### src/rtl/wptr_handler.sv
// wptr_handler: write-domain pointer and flag controller for an async FIFO.
// Advances binary/Gray write pointers, synchronizes the read Gray pointer,
// and produces registered full, almost_full, fill level and sticky overflow.
module wptr_handler #(
  parameter int PTR_WIDTH    = 3,
  parameter int AFULL_THRESH = 6
) (
  input  logic                 wclk,
  input  logic                 wrst,
  input  logic                 w_en,
  input  logic [PTR_WIDTH:0]   g_rptr,
  output logic                 w_inc,
  output logic [PTR_WIDTH:0]   b_wptr,
  output logic [PTR_WIDTH:0]   g_wptr,
  output logic [PTR_WIDTH:0]   g_rptr_sync,
  output logic                 full,
  output logic                 almost_full,
  output logic [PTR_WIDTH:0]   wr_level,
  output logic                 overflow
);

  localparam int PW = PTR_WIDTH + 1;
  localparam logic [PW-1:0] C_AFULL = PW'(AFULL_THRESH);

  function automatic logic [PW-1:0] bin2gray(input logic [PW-1:0] b);
    return (b >> 1) ^ b;
  endfunction

  // Prefix XOR from the MSB down.
  function automatic logic [PW-1:0] gray2bin(input logic [PW-1:0] g);
    logic [PW-1:0] b;
    b[PW-1] = g[PW-1];
    for (int i = PW - 2; i >= 0; i--) begin
      b[i] = b[i+1] ^ g[i];
    end
    return b;
  endfunction

  logic [PW-1:0] r_b_wptr;
  logic [PW-1:0] r_g_wptr;
  logic [PW-1:0] r_sync1;
  logic [PW-1:0] r_g_rptr_sync;
  logic          r_full;
  logic          r_afull;
  logic [PW-1:0] r_level;
  logic          r_ovf;

  logic          w_accept;
  logic [PW-1:0] w_b_wptr_next;
  logic [PW-1:0] w_g_wptr_next;
  logic [PW-1:0] w_b_rptr_next;
  logic [PW-1:0] w_level_next;
  logic          w_full_next;
  logic          w_afull_next;

  // Accept a write only when the registered full flag is clear and not in reset.
  assign w_accept      = w_en & ~r_full & ~wrst;
  assign w_b_wptr_next = r_b_wptr + {{PTR_WIDTH{1'b0}}, w_accept};
  assign w_g_wptr_next = bin2gray(w_b_wptr_next);

  // Flags are computed against the value g_rptr_sync is about to take
  // (sync1), so they land on the same edge as the synchronized pointer.
  assign w_b_rptr_next = gray2bin(r_sync1);
  assign w_level_next  = w_b_wptr_next - w_b_rptr_next;
  assign w_full_next   = (w_g_wptr_next == {~r_sync1[PW-1:PW-2], r_sync1[PW-3:0]});
  assign w_afull_next  = (w_level_next >= C_AFULL);

  // --- stage: two-flop read-pointer synchronizer, no logic between stages
  always_ff @(posedge wclk) begin
    if (wrst) begin
      r_sync1       <= '0;
      r_g_rptr_sync <= '0;
    end else begin
      r_sync1       <= g_rptr;
      r_g_rptr_sync <= r_sync1;
    end
  end

  // --- stage: write pointers, level and flags registered from _next values
  always_ff @(posedge wclk) begin
    if (wrst) begin
      r_b_wptr <= '0;
      r_g_wptr <= '0;
      r_level  <= '0;
      r_full   <= 1'b0;
      r_afull  <= 1'b0;
      r_ovf    <= 1'b0;
    end else begin
      r_b_wptr <= w_b_wptr_next;
      r_g_wptr <= w_g_wptr_next;
      r_level  <= w_level_next;
      r_full   <= w_full_next;
      r_afull  <= w_afull_next;
      r_ovf    <= r_ovf | (w_en & r_full);
    end
  end

  assign w_inc       = w_accept;
  assign b_wptr      = r_b_wptr;
  assign g_wptr      = r_g_wptr;
  assign g_rptr_sync = r_g_rptr_sync;
  assign full        = r_full;
  assign almost_full = r_afull;
  assign wr_level    = r_level;
  assign overflow    = r_ovf;

endmodule

### config.mk
export PLATFORM = sky130hd
export DESIGN_NAME = wptr_handler
export DESIGN_NICKNAME = d
export VERILOG_FILES = /design/src/rtl/wptr_handler.sv
export SDC_FILE = /design/constraint.sdc
export NUM_CORES = 1
export LEC_CHECK = 0
export CORE_MARGIN = 4
export CORE_UTILIZATION = 44
export DETAILED_ROUTE_END_ITERATION = 10
export GPL_TIMING_DRIVEN = 0
export HOLD_SLACK_MARGIN = 0.12
export MAX_ROUTING_LAYER = met4
export PLACE_DENSITY_LB_ADDON = 0.15
export SLEW_MARGIN = 20
export SYNTH_ARGS = -nofsm -noshare
export SYNTH_HDL_FRONTEND = slang
export SYNTH_SLANG_ARGS = --single-unit
### constraint.sdc
create_clock -name wclk -period 3.9 [get_ports wclk]
set_input_delay 0.975 -clock wclk [delete_from_list [all_inputs] [get_ports wclk]]
set_output_delay 0.975 -clock wclk [all_outputs]
set_load 0.005 [all_outputs]
# --- Word-level counts from Yosys, hierarchy flattened ---
# Cells that the tools add are included.
totals:
  register_bits: 23
  input_bits: 7
  output_inout_bits: 20
  word_cells: 23
classes:
  bitwise: 11
  eq_ne: 1
  add_sub_neg: 2
  magnitude_cmp: 1
op_table:
  columns: ["op", "n"]
  rows:
  - ["$add A4 B1 Y4", 1]
  - ["$eq A4 B4 Y1", 1]
  - ["$ge A4 B3 Y1 const B", 1]
  - ["$sub A4 B4 Y4", 1]
  - ["$xor A3 B4 Y4", 1]
  - ["$and A1 B1 Y1", 3]
  - ["$xor A1 B1 Y1", 3]
  - ["$not A1 Y1", 2]
  - ["$not A2 Y2", 1]
  - ["$or A1 B1 Y1", 1]

# --- Depth between registers and ports, before layout ---
logic_depth:
  ltp_word: 6
  ltp_mapped: 9
  mapped_depth_nobuf: 8

# --- Worst setup path after synthesis ---
# Ideal clock, no wire load.
synth_timing:
  path_kind: "input port to flip-flop"
  startpoint: "input port wrst"
  endpoint: "register r_afull, in the netlist almost_full"
  path_slack_ns: 0.797
  setup_ns: 0.075
  n_path_buf: 1
  stages: 9
  t_required_ns: 3.825
  arrival_time_ns: 3.029
  cell_sequence: "clkbuf_1 nor3b_1 ha_1 ha_1 ha_1 nor2b_1 o21a_1 or3_4 a31oi_2"
synth_between:
  elab_chain_cells: 5
synth_lines:
  columns: ["item", "line_no", "rtl"]
  rows:
  - ["from (decl)", "9", "input logic wrst,"]
  - ["$not A1 Y1", "57", "assign w_accept = w_en & ~r_full & ~wrst;"]
  - ["$and A1 B1 Y1", "57", null]
  - ["net w_inc", "12", "output logic w_inc,"]
  - ["$add A4 B1 Y4", "58", "assign w_b_wptr_next = r_b_wptr + {{PTR_WIDTH{1'b0}}, w_accept};"]
  - ["net w_b_wptr_next[1]", "49", "logic [PW-1:0] w_b_wptr_next;"]
  - ["$sub A4 B4 Y4", "64", "assign w_level_next = w_b_wptr_next - w_b_rptr_next;"]
  - ["$ge A4 B3 Y1", "66", "assign w_afull_next = (w_level_next >= C_AFULL);"]
  - ["to (signal assigned)", "93", "r_afull <= w_afull_next;"]
  - ["to (decl)", "44", "logic r_afull;"]
# The timed path passes the listed nets, and every way through them passes these cells.
# A chain may end at the register's enable or synchronous reset.

# --- Final worst setup path ---
layout_timing:
  startpoint: "input port wrst"
  endpoint: "output port w_inc"
layout_between:
  elab_chain_cells: 2
layout_lines:
  columns: ["item", "line_no"]
  rows:
  - ["$not A1 Y1", "57"]
  - ["$and A1 B1 Y1", "57"]
  - ["to (decl)", "12"]
# Every way passes these cells.

==> impl_results.md <==
- Die ar.: 2760 um^2
- Slew margin rel.: 67.5%
- Power Internal: 361 uW
- Seq/Total Area, Yosys: 50.4%
- Final setup viols: 0
- PwrDens: 393 nW/um^2
- MaxCap Viol Count: 0
- Ant. Diodes: 0
- Yosys top cell area share: 50.4%
- Post-route clock period utilization: 94.2%
- Area occupied by multi-input gates: 407 um^2
- Yosys cell types: 21
- Routed Antenna Nets: 0
- CTS H-tree lvls: 1
- Fin nets: 124
- Seq cells post-synth: 22
- Slew Viols, Final: 0
- Post-CTS Hold Buffers: 0
- CTS tree: built
- Filler Cells Inserted: 159
- CTS Buffer Depth: 2
- Crit start category: primary input
- Pin count of the biggest net entering global routing: 13
- Synthesized area per cell: 10.9 um^2
- Total Routed Length: 1.51 mm
- Worst path arrival time: 2.70 ns
- Initial DRT Pass Iterations: 1
- Core area: 1800 um^2
- Power, Total: 472 uW
- Last weighted congestion value of the routability-driven placer: 0.801
- CTS clk-pin slew, worst paths: 0.11 ns
- Sequential cell area: 440 um^2
- Dpl ws: -0.101 ns
- Share of flip-flops with an asynchronous set or reset: 0%
- Psw: 111 uW
- Hold Violations, Final: 0
- EDFF count, synth: 0
- Layout cells sized above 1: 7.27%
- Vias in the first global route: 631
- RSZ-0062 raised after global routing: false
- Power share of the clock group: 25.4%
- Final Non-Filler Cells: 135
- Die Wd: 52.6 um
- Initial antenna violation count: 0
- Fmax: 0.272 GHz
- Initial DRC count: 0
- Critical path class: in2out
- Flop pwr share: 52.7%
- Static Leak: 0.000494 uW
- Placed Cells: 131
- Top post-synthesis cells by count: dfxtp_1, nor2_1, nor2b_1, xnor2_1
- Synth Warn #: 0
- Syn-to-layout area delta: 37.5%
- Least-Margin Pin Slew: 0.488 ns
- Maximum VDD drop: 0.214 mV
- Layout Skew: 0.00229 ns
- CP endpoint kind: output port
- First-pass GRT wire length: 2.62 mm
- Total CTS buffers: 3
- Post-CTS setup buffer count: 0
- IO Port Bufs: 26
- Metal-1 WL: 695 um
- GRT overflow: 0
- Row cnt: 15
- Clock sink total: 22
- Clk_lat worst skew: 0.29 ns
- Worst hold path class: reg2reg
- Initial Util: 48.5%
- Synth top area cells: dfxtp_1, xnor2_1, ha_1
- Via count: 607
- Fin worst setup slack: 0.225 ns
- Status: completed
- Vias/cell: 4.50
- Area leader, netlist: dfxtp_1
- Clock period minus worst slack: 3.68 ns
- All-Layer GR Usage: 13.4%
- Hold slack: 0.475 ns
- # DRC: 0
- Net Count, Synth: 93
- Dpl hpwl: 1.19 mm
- Combinational cell fraction of total power: 22.0%
- Root buf cell: clkbuf_4
- Cells after synthesis: 80
- Cts repair resizes: 0
- Met3 WL: 74 um
- Wire per inst: 11.2 um
- Maximum fanout along the worst path: 10
- Met2 WL: 730 um
- Sw Share: 23.5%
- Required time of the critical path: 2.92 ns
- Primary FF master, synth: dfxtp_1
- Post-Synthesis Cell Area: 873 um^2
- Die height: 52.6 um
- Ports: 27
- Most common cell in the netlist: dfxtp_1
- Top layer in use: met4
[layout make-up]
| class | count | share of cell area, % |
|---|---|---|
| plain buffers | 3 | 1.25 |
| clock buffers | 4 | 3.02 |
| inverters | 3 | 0.938 |
| multi-input cells | 52 | 33.9 |
| flip-flops and latches | 22 | 36.7 |
| well taps | 25 | 2.60 |
| repair buffers | 26 | 21.7 |
[critical path: stages]
cell	delay, ns
clkdlybuf4s50_1	0.48
clkbuf_1	0.28
nor3b_1	0.39
clkdlybuf4s50_1	0.57
[layer usage]
metal  GRT usage (%)  vias to the layer above
li1                -                      313
met1            14.9                      279
met2            22.5                       13
met3            3.13                        2
met4            6.38                        0
met5               -                        -
[registers in the layout (all words and copies together) (netlist names)]
signal       count
almost_full      1
b_wptr           4
full             1
g_rptr_sync      4
g_wptr           3
overflow         1
r_sync1          4
wr_level         4
[cells by family (layout without fill, tap and decap cells)]
family                   count (synthesis)  in the layout  synth area share, %
AND/OR/NAND/NOR                         26             26                 16.5
flip-flops                              22             22                 50.4
XOR/XNOR                                14             14                 15.8
adder cells (fa/ha/maj)                  6              6                 9.46
AO/OA/AOI/OAI                            6              6                 4.87
buffers and inverters                    6             36                 3.01
[through the flow]
stage          setup TNS, ns  utilization, %  cell area (um^2)
3_3_place_gp         -0.0370            64.7              1160
2_1_floorplan              0               -               873
5_1_grt                    0            66.7              1200
6_report                   0            66.7              1200
3_5_place_dp          -0.110            64.7              1160
4_1_cts                    0            66.7              1200
[placed cells by master (no fill, tap or decap), drive strengths merged, types with 2 or more instances in the layout]
| cell type | netlist | routed |
|---|---|---|
| a21oi | 2 | 2 |
| clkbuf | 2 | 6 |
| clkdlybuf4s50 | 0 | 26 |
| dfxtp | 22 | 22 |
| ha | 5 | 5 |
| inv | 3 | 3 |
| nor2 | 11 | 11 |
| nor2b | 10 | 10 |
| xnor2 | 8 | 8 |
| xor2 | 5 | 5 |
[final timing paths]
path	slack (ns)	startpoint	to	depth (start not counted)
min reg2reg	0.48	overflow	overflow	2
max	0.22	wrst	w_inc	4
max reg2reg	1.51	full	almost_full	8
min	0.48	overflow	overflow	2
[power by group through the flow]
stage / registers (uW) / logic (uW) / clock network (uW)
after CTS: 249 / 106 / 126
after detailed placement: 254 / 104 / 0
after floorplan: 256 / 54.8 / 0
after global placement: 254 / 103 / 0
after global routing: 251 / 116 / 134
final: 249 / 104 / 120
Note: power is estimated with default switching activity, not from simulation.
